File: config.mk
export PLATFORM = sky130hd
export DESIGN_NAME = urv_dm_wb_bridge
export DESIGN_NICKNAME = d
export VERILOG_FILES = /design/src/rtl/urv_dm_wb_bridge.sv
export SDC_FILE = /design/constraint.sdc
export NUM_CORES = 1
export LEC_CHECK = 0
export ABC_CLOCK_PERIOD_IN_PS = 2500
export CORE_MARGIN = 5
export CORE_UTILIZATION = 25
export DETAILED_ROUTE_END_ITERATION = 12
export GPL_TIMING_DRIVEN = 0
export SLEW_MARGIN = 5
export SYNTH_ARGS = -nofsm -noshare
export SYNTH_HDL_FRONTEND = slang
export SYNTH_SLANG_ARGS = --single-unit
File: constraint.sdc
create_clock -name clk_i -period 2.5 [get_ports clk_i]
set_clock_uncertainty 0.1 [all_clocks]
set_input_delay 0.5 -clock clk_i [delete_from_list [all_inputs] [get_ports clk_i]]
set_output_delay 0.5 -clock clk_i [all_outputs]
set_load 0.05 [all_outputs]
File: src/rtl/urv_dm_wb_bridge.sv
// uRV data-memory port to Wishbone B4 pipelined master bridge.
// One transaction in flight at a time, with bus-error reporting and a response watchdog.
module urv_dm_wb_bridge #(
  parameter int unsigned g_timeout  = 1023,
  parameter logic [31:0] g_err_data = 32'h00000000
) (
  input  logic        clk_i,
  input  logic        rst_i,

  input  logic [31:0] dm_addr_i,
  input  logic [31:0] dm_data_s_i,
  input  logic [3:0]  dm_data_select_i,
  input  logic        dm_store_i,
  input  logic        dm_load_i,
  output logic        dm_ready_o,
  output logic [31:0] dm_data_l_o,
  output logic        dm_load_done_o,
  output logic        dm_store_done_o,

  output logic        wb_cyc_o,
  output logic        wb_stb_o,
  output logic        wb_we_o,
  output logic [31:0] wb_adr_o,
  output logic [3:0]  wb_sel_o,
  output logic [31:0] wb_dat_o,
  input  logic [31:0] wb_dat_i,
  input  logic        wb_ack_i,
  input  logic        wb_err_i,
  input  logic        wb_stall_i,

  output logic        bus_err_o,
  output logic [31:0] bus_err_addr_o
);

  // The counter only has to reach g_timeout-1: the timeout fires on the
  // cycle in which the count would step onto g_timeout.
  localparam int unsigned CW = (g_timeout > 1) ? $clog2(g_timeout) : 1;
  localparam logic [CW-1:0] TO_LAST = CW'(g_timeout - 1);

  typedef enum logic [1:0] {
    S_IDLE = 2'd0,
    S_REQ  = 2'd1,
    S_WAIT = 2'd2
  } state_t;

  state_t        state_q;
  logic          cyc_q;
  logic          stb_q;
  logic          we_q;
  logic [31:0]   adr_q;
  logic [3:0]    sel_q;
  logic [31:0]   dat_q;
  logic          ready_q;
  logic [31:0]   data_l_q;
  logic          load_done_q;
  logic          store_done_q;
  logic          bus_err_q;
  logic [31:0]   bus_err_addr_q;
  logic [CW-1:0] cnt_q;
  logic [CW-1:0] cnt_d;

  logic resp_ok;
  logic got_err;
  logic got_ack;
  logic tmo;
  logic fault;
  logic done;
  logic accept;
  logic unused_addr_lsb;

  assign unused_addr_lsb = ^dm_addr_i[1:0];

  // A response only counts once the strobe has been taken by the slave.
  assign resp_ok = (state_q == S_WAIT) || ((state_q == S_REQ) && !wb_stall_i);
  assign got_err = resp_ok && wb_err_i;
  assign got_ack = resp_ok && wb_ack_i && !wb_err_i;
  assign tmo     = (g_timeout != 0) && (state_q != S_IDLE) && (cnt_q == TO_LAST);
  assign fault   = got_err || (tmo && !got_ack);
  assign done    = got_ack || fault;
  assign accept  = ready_q && (dm_load_i || dm_store_i);
  assign cnt_d   = cnt_q + CW'(1);

  always_ff @(posedge clk_i) begin
    if (rst_i) begin
      state_q        <= S_IDLE;
      cyc_q          <= 1'b0;
      stb_q          <= 1'b0;
      we_q           <= 1'b0;
      adr_q          <= 32'h0;
      sel_q          <= 4'h0;
      dat_q          <= 32'h0;
      ready_q        <= 1'b1;
      data_l_q       <= 32'h0;
      load_done_q    <= 1'b0;
      store_done_q   <= 1'b0;
      bus_err_q      <= 1'b0;
      bus_err_addr_q <= 32'h0;
      cnt_q          <= '0;
    end else begin
      load_done_q  <= 1'b0;
      store_done_q <= 1'b0;
      bus_err_q    <= 1'b0;
      case (state_q)
        S_IDLE: begin
          if (accept) begin
            adr_q   <= {dm_addr_i[31:2], 2'b00};
            dat_q   <= dm_data_s_i;
            sel_q   <= dm_data_select_i;
            we_q    <= dm_store_i;
            cyc_q   <= 1'b1;
            stb_q   <= 1'b1;
            ready_q <= 1'b0;
            cnt_q   <= '0;
            state_q <= S_REQ;
          end
        end
        S_REQ, S_WAIT: begin
          cnt_q <= cnt_d;
          if (done) begin
            cyc_q   <= 1'b0;
            stb_q   <= 1'b0;
            ready_q <= 1'b1;
            state_q <= S_IDLE;
            if (we_q) begin
              store_done_q <= 1'b1;
            end else begin
              load_done_q <= 1'b1;
              data_l_q    <= fault ? g_err_data : wb_dat_i;
            end
            if (fault) begin
              bus_err_q      <= 1'b1;
              bus_err_addr_q <= adr_q;
            end
          end else if ((state_q == S_REQ) && !wb_stall_i) begin
            stb_q   <= 1'b0;
            state_q <= S_WAIT;
          end
        end
        default: begin
          cyc_q   <= 1'b0;
          stb_q   <= 1'b0;
          ready_q <= 1'b1;
          state_q <= S_IDLE;
        end
      endcase
    end
  end

  assign dm_ready_o      = ready_q;
  assign dm_data_l_o     = data_l_q;
  assign dm_load_done_o  = load_done_q;
  assign dm_store_done_o = store_done_q;
  assign wb_cyc_o        = cyc_q;
  assign wb_stb_o        = stb_q;
  assign wb_we_o         = we_q;
  assign wb_adr_o        = adr_q;
  assign wb_sel_o        = sel_q;
  assign wb_dat_o        = dat_q;
  assign bus_err_o       = bus_err_q;
  assign bus_err_addr_o  = bus_err_addr_q;

endmodule

Yosys cells after proc, flatten, opt, wreduce, memory -nomap -nowiden
Cells that the tools add are included.

storage, ports and cells
  register bits = 147
  input port bits = 107
  output and inout bits = 139
  word-level logic and storage cells = 68

operators by class
  add/sub/neg operators = 1
  equal/unequal tests = 6
  mux-type cells = 19
  bitwise logic cells = 3
  reduce and logical (&&, ||, !) cells = 25

operators with widths
  operator                                                          number
  32-bit two-way mux                                                1
  10-bit case mux with 2 select lines                               1
  10-bit by 1-bit adder with 10-bit output (second input constant)  1
  10-bit == test (second input constant)                            1
  10-bit two-way mux                                                1
  1-bit two-way mux                                                 9
  2-bit AND reduction                                               4
  1-bit logical AND                                                 7
  2-bit two-way mux                                                 3
  1-bit case mux with 2 select lines                                3
  3-bit AND reduction                                               2
  1-bit logical OR                                                  4
  2-bit != test (second input constant)                             2
  2-bit case mux with 2 select lines                                1
  2-bit nonzero test                                                2
  1-bit zero test                                                   3
  3-bit != test (second input constant)                             1
  1-bit inverter                                                    3
  3-bit OR reduction                                                1
  2-bit by 1-bit == test with 1-bit output (second input constant)  1
  2-bit == test (second input constant)                             1
  2-bit zero test                                                   1
  2-bit OR reduction                                                1

Depth between registers and ports, before layout
  depth after elaboration = 11
  mapped depth = 8
  depth with buffers taken out = 6

Worst setup path after synthesis
No wires, ideal clock.

  path kind = flip-flop to flip-flop
  from = reg state_q[0]
  to = reg data_l_q[0] (netlist: dm_data_l_o[0])
  library setup time = 0.117 ns
  arrival time = 2.379 ns
  required time = 2.283 ns
  slack = -0.096 ns
  cell stages (with the launch flop) = 9
  buffers on the path = 2
  clock period less this slack = 2.596 ns
  cells stage by stage = dfxtp_1 inv_1 ha_1 and4b_1 or3b_1 buf_6 a31o_4 buf_6 a22o_1

on the way
  longest elaborated chain between the ends = 10
  elaborated cells between the ends (all ways) = 16
  classes of those cells = eq/ne (2); mux (1); reduce/logical (13)

ends and longest elaborated chain
  what                                      RTL line  text
  start, declared                           46        state_t state_q;
  start signal, assigned                    85        state_q <= S_IDLE;
  start signal, assigned                    114       state_q <= S_REQ;
  start signal, assigned                    123       state_q <= S_IDLE;
  2-bit by 1-bit == test with 1-bit output  74, 103
  1-bit logical AND                         74        assign resp_ok = (state_q == S_WAIT) || ((state_q == S_REQ) && !wb_stall_i);
  1-bit logical OR                          74
  1-bit logical AND (2 in a row)            76        assign got_ack = resp_ok && wb_ack_i && !wb_err_i;
  1-bit zero test                           78        assign fault = got_err || (tmo && !got_ack);
  1-bit logical AND                         78
  1-bit logical OR                          78
  1-bit logical OR                          79        assign done = got_ack || fault;
  3-bit AND reduction (no line)             -
  end signal, assigned                      128       data_l_q <= fault ? g_err_data : wb_dat_i;
  end, declared                             54        logic [31:0] data_l_q;

Several ways; a longest one is shown, not always the timed one.
A chain may end at the register's enable or synchronous reset.

Final worst setup path
  from = reg state_q[1]
  to = reg data_l_q[22] (netlist: dm_data_l_o[22])

Same word-level chain as after synthesis.

==> qor.txt <==
Number of enable flip-flop cells after synthesis: 0
DR WL/cell: 15.4 µm
Mean Syn Cell Area: 8.99 µm²
Die area: 0.0249 mm²
Cell mode on critical path: buf_6
Initial core utilization: 25.2%
Most frequent cell after synthesis: nand2_1
# port buffers: 238
Buffers & Inverters on Critical Path: 3
Die Ht: 158 µm
Peak supply drop: 0.000446 V
Post-CTS setup buffer count: 0
Final nets: 980
H-tree lvl count: 4
FP Rows: 54
Worst r2r dst: dm_data_l_o[22]
RSZ-0062 raised after global routing: true
CTS clock-pin slew for the worst setup and hold paths: 0.07 ns
Core area: 0.0217 mm²
Sw frac: 40.7%
DP HPWL: 13400 µm
Top FF cell, synth: dfxtp_1
Pint: 5.14 mW
Synthesis Warnings: 0
Power Total: 8.67 mW
Worst Hold End: wb_dat_o[4]
Clk sinks: 146
CP Data Arrival Time: 2.58 ns
Crit path largest cell delay: 0.38 ns
Slew headroom: 53.9%
CP top delay family: simple AND/OR/NAND/NOR gates
Routed vias/inst: 4.36
Switch Pwr: 3.53 mW
Most common library cells after synthesis: nand2_1 (202), dfxtp_1 (146), a21oi_1 (72), mux2i_1 (31)
Reg2reg start: state_q[1]
Initial antenna violation count: 0
Share of the synthesized area in the top cell type: 53.5%
Area contributors post-synth: dfxtp_1 (53%), nand2_1 (14%), a21oi_1 (6.6%)
Hold WS: 0.352 ns
Drt total wl: 17900 µm
CP max FO: 10
Fraction of registers with async set/reset: 0%
R2r setup slk: 0.12 ns
Clk pwr share: 29.0%
Die Width: 158 µm
Outcome: finished, final reports clean
Post-synthesis register bit count: 146
Worst R2R Path Depth: 8
# setup viols final: 0
ANT nets after route: 0
Lkg Pwr: 3.19 nW
Yosys top cell by area: dfxtp_1
Placer Congestion: 0.762
Peak Freq: 421 MHz
Layout cells sized above 1: 7.27%
Largest net degree at the start of global routing: 17
Total track usage: 13.9%
Ports: 246
Slowest CP cell: dfxtp_1
Pins Over Slew Limit: 0
Area delta synth->final: 61.0%
Worst EP required: 2.70 ns
Antenna Cells: 0
Clock Path Buffers: 2
CTS buffer count: 17
Sequential cell fraction of total power: 33.2%
Finished Cell Area: 0.00880 mm²
First-pass GRT wire length: 27000 µm
Number of global-route vias before repair: 4931
Worst hold start: wb_dat_o[4]
Slew at the pin with the worst max-slew slack: 0.675 ns
Post-Synthesis Cells: 608
Drt first pass iters: 4
DRC: 0
Routed vias: 5063
Crit. End Element: flip-flop
Post-DP Area: 0.00821 mm²
Skew-Pair Late Insertion Delay: 0.42 ns
Global-route congestion overflow total: 0
Comb power frac: 37.8%
Critical path class: reg -> reg
PD cells: 985 mW/mm²
Initial drt markers: 265
Sequential share of the synthesized area: 53.5%
CP cell instances: inv_1 -> ha_1 -> and4b_1 -> or3b_1 -> buf_6 -> a31o_4 -> buf_6 -> a22o_1
Yosys cell types: 46
Crit start category: flip-flop
Root buf cell: clkbuf_16
Post-Syn Area: 0.00547 mm²
Final worst-path cycle share: 95.1%
Hold depth: 2
Min-Delay Path Class: reg -> reg
WP depth: 8
Min Clock Period, post-route: 2.38 ns
Cts hold-fix bufs: 0
Final hold violation count: 0
Max-Cap Viols: 0
TritonCTS clock tree: done
## routing by layer
layer	part of all wire, %	up-vias	track usage (%)
met3	11	17	6.18
met2	44	186	21.7
met4	1.4	0	4.59
li1	-	2564	-
met5	0	-	0
met1	43	2296	17.1
## power by group through the flow
stage / combinational [mW] / sequential [mW] / clock (mW)
floorplan: 1.11 / 3.92 / 0
global placement: 3.30 / 2.92 / 0
detailed placement: 3.31 / 2.93 / 0
CTS: 3.32 / 2.88 / 2.59
global route: 3.53 / 2.92 / 2.70
finish: 3.28 / 2.87 / 2.52
## cells in the final DEF, fill, tap and decap left out, types with 3 or more instances in the layout
master	netlist	layout
mux2i_1	31	31
buf_4	4	5
ha_1	6	6
nand2_1	202	202
a21oi_1	72	72
clkinvlp_4	0	3
inv_6	0	4
nand3_1	5	5
inv_1	8	8
a22o_1	30	30
clkbuf_2	0	3
nor2_1	12	12
buf_6	7	7
a211oi_1	6	6
o21ai_0	4	4
a2111oi_0	4	4
dfxtp_1	146	145
clkinv_4	0	4
clkbuf_16	0	17
clkbuf_1	30	27
xnor2_1	7	7
conb_1	1	4
clkdlybuf4s50_1	0	238
## cell families after synthesis
logic type | Yosys count | synth area share, %
compound gates | 131 | 15.7
xor+xnor | 7 | 1.12
fa+ha+maj | 6 | 1.37
buf+inv | 55 | 5.45
flops | 146 | 53.5
mux | 31 | 5.68
other cells | 1 | 0.0686
simple gates | 231 | 17.1
## sequential cells by signal, summed over array words and instances, names as in the netlist, 2 cells and up
name / cells
dm_data_l_o: 32
cnt_q: 10
wb_dat_o: 32
wb_adr_o: 30
wb_sel_o: 4
state_q: 2
bus_err_addr_o: 30
## cell type report
cell class | instances | area [µm²]
flip-flops and latches | 146 | 2920
clock inverters | 15 | 150
inverters | 8 | 30.0
multi-input cells | 410 | 2260
clock buffers | 17 | 425
plain buffers | 46 | 275
repair buffers | 238 | 2380
well taps | 280 | 350
fillers | 2190 | 12900
## timing repair
| item | CTS | global route |
|---|---|---|
| gates resized for setup | 2 | 6 |
| endpoints found under the setup margin | 34 | 50 |
| hold endpoints to repair | 0 | 0 |
## tightest hold or removal path, stage by stage, from the launching register on
cell and delay, ns:
dfxtp_1 0.31, nand2_1 0.05, a21oi_1 0.05
## through the flow
step	setup WS, ns	utilization, %	setup TNS, ns	std cells
2_1_floorplan	0.109	-	0	611
3_3_place_gp	-0.617	37.9	-21.79	1129
3_5_place_dp	-0.574	37.9	-19.80	1129
4_1_cts	0.0129	40.5	0	1161
5_1_grt	-0.00641	40.6	-0.0116	1160
6_report	0.124	40.6	0	1160
## worst max-delay path by stage
stage                from                  to  slack, ns
6_report       state_q[1]     dm_data_l_o[22]       0.12
3_5_place_dp   dm_store_i        wb_adr_o[12]      -0.57
3_3_place_gp   dm_store_i         wb_adr_o[6]      -0.62
5_1_grt        state_q[1]  bus_err_addr_o[14]     -0.006
2_1_floorplan  state_q[0]      dm_data_l_o[0]       0.11
4_1_cts        state_q[1]  bus_err_addr_o[15]       0.01
No activity file was read; power rests on OpenSTA's default activity.
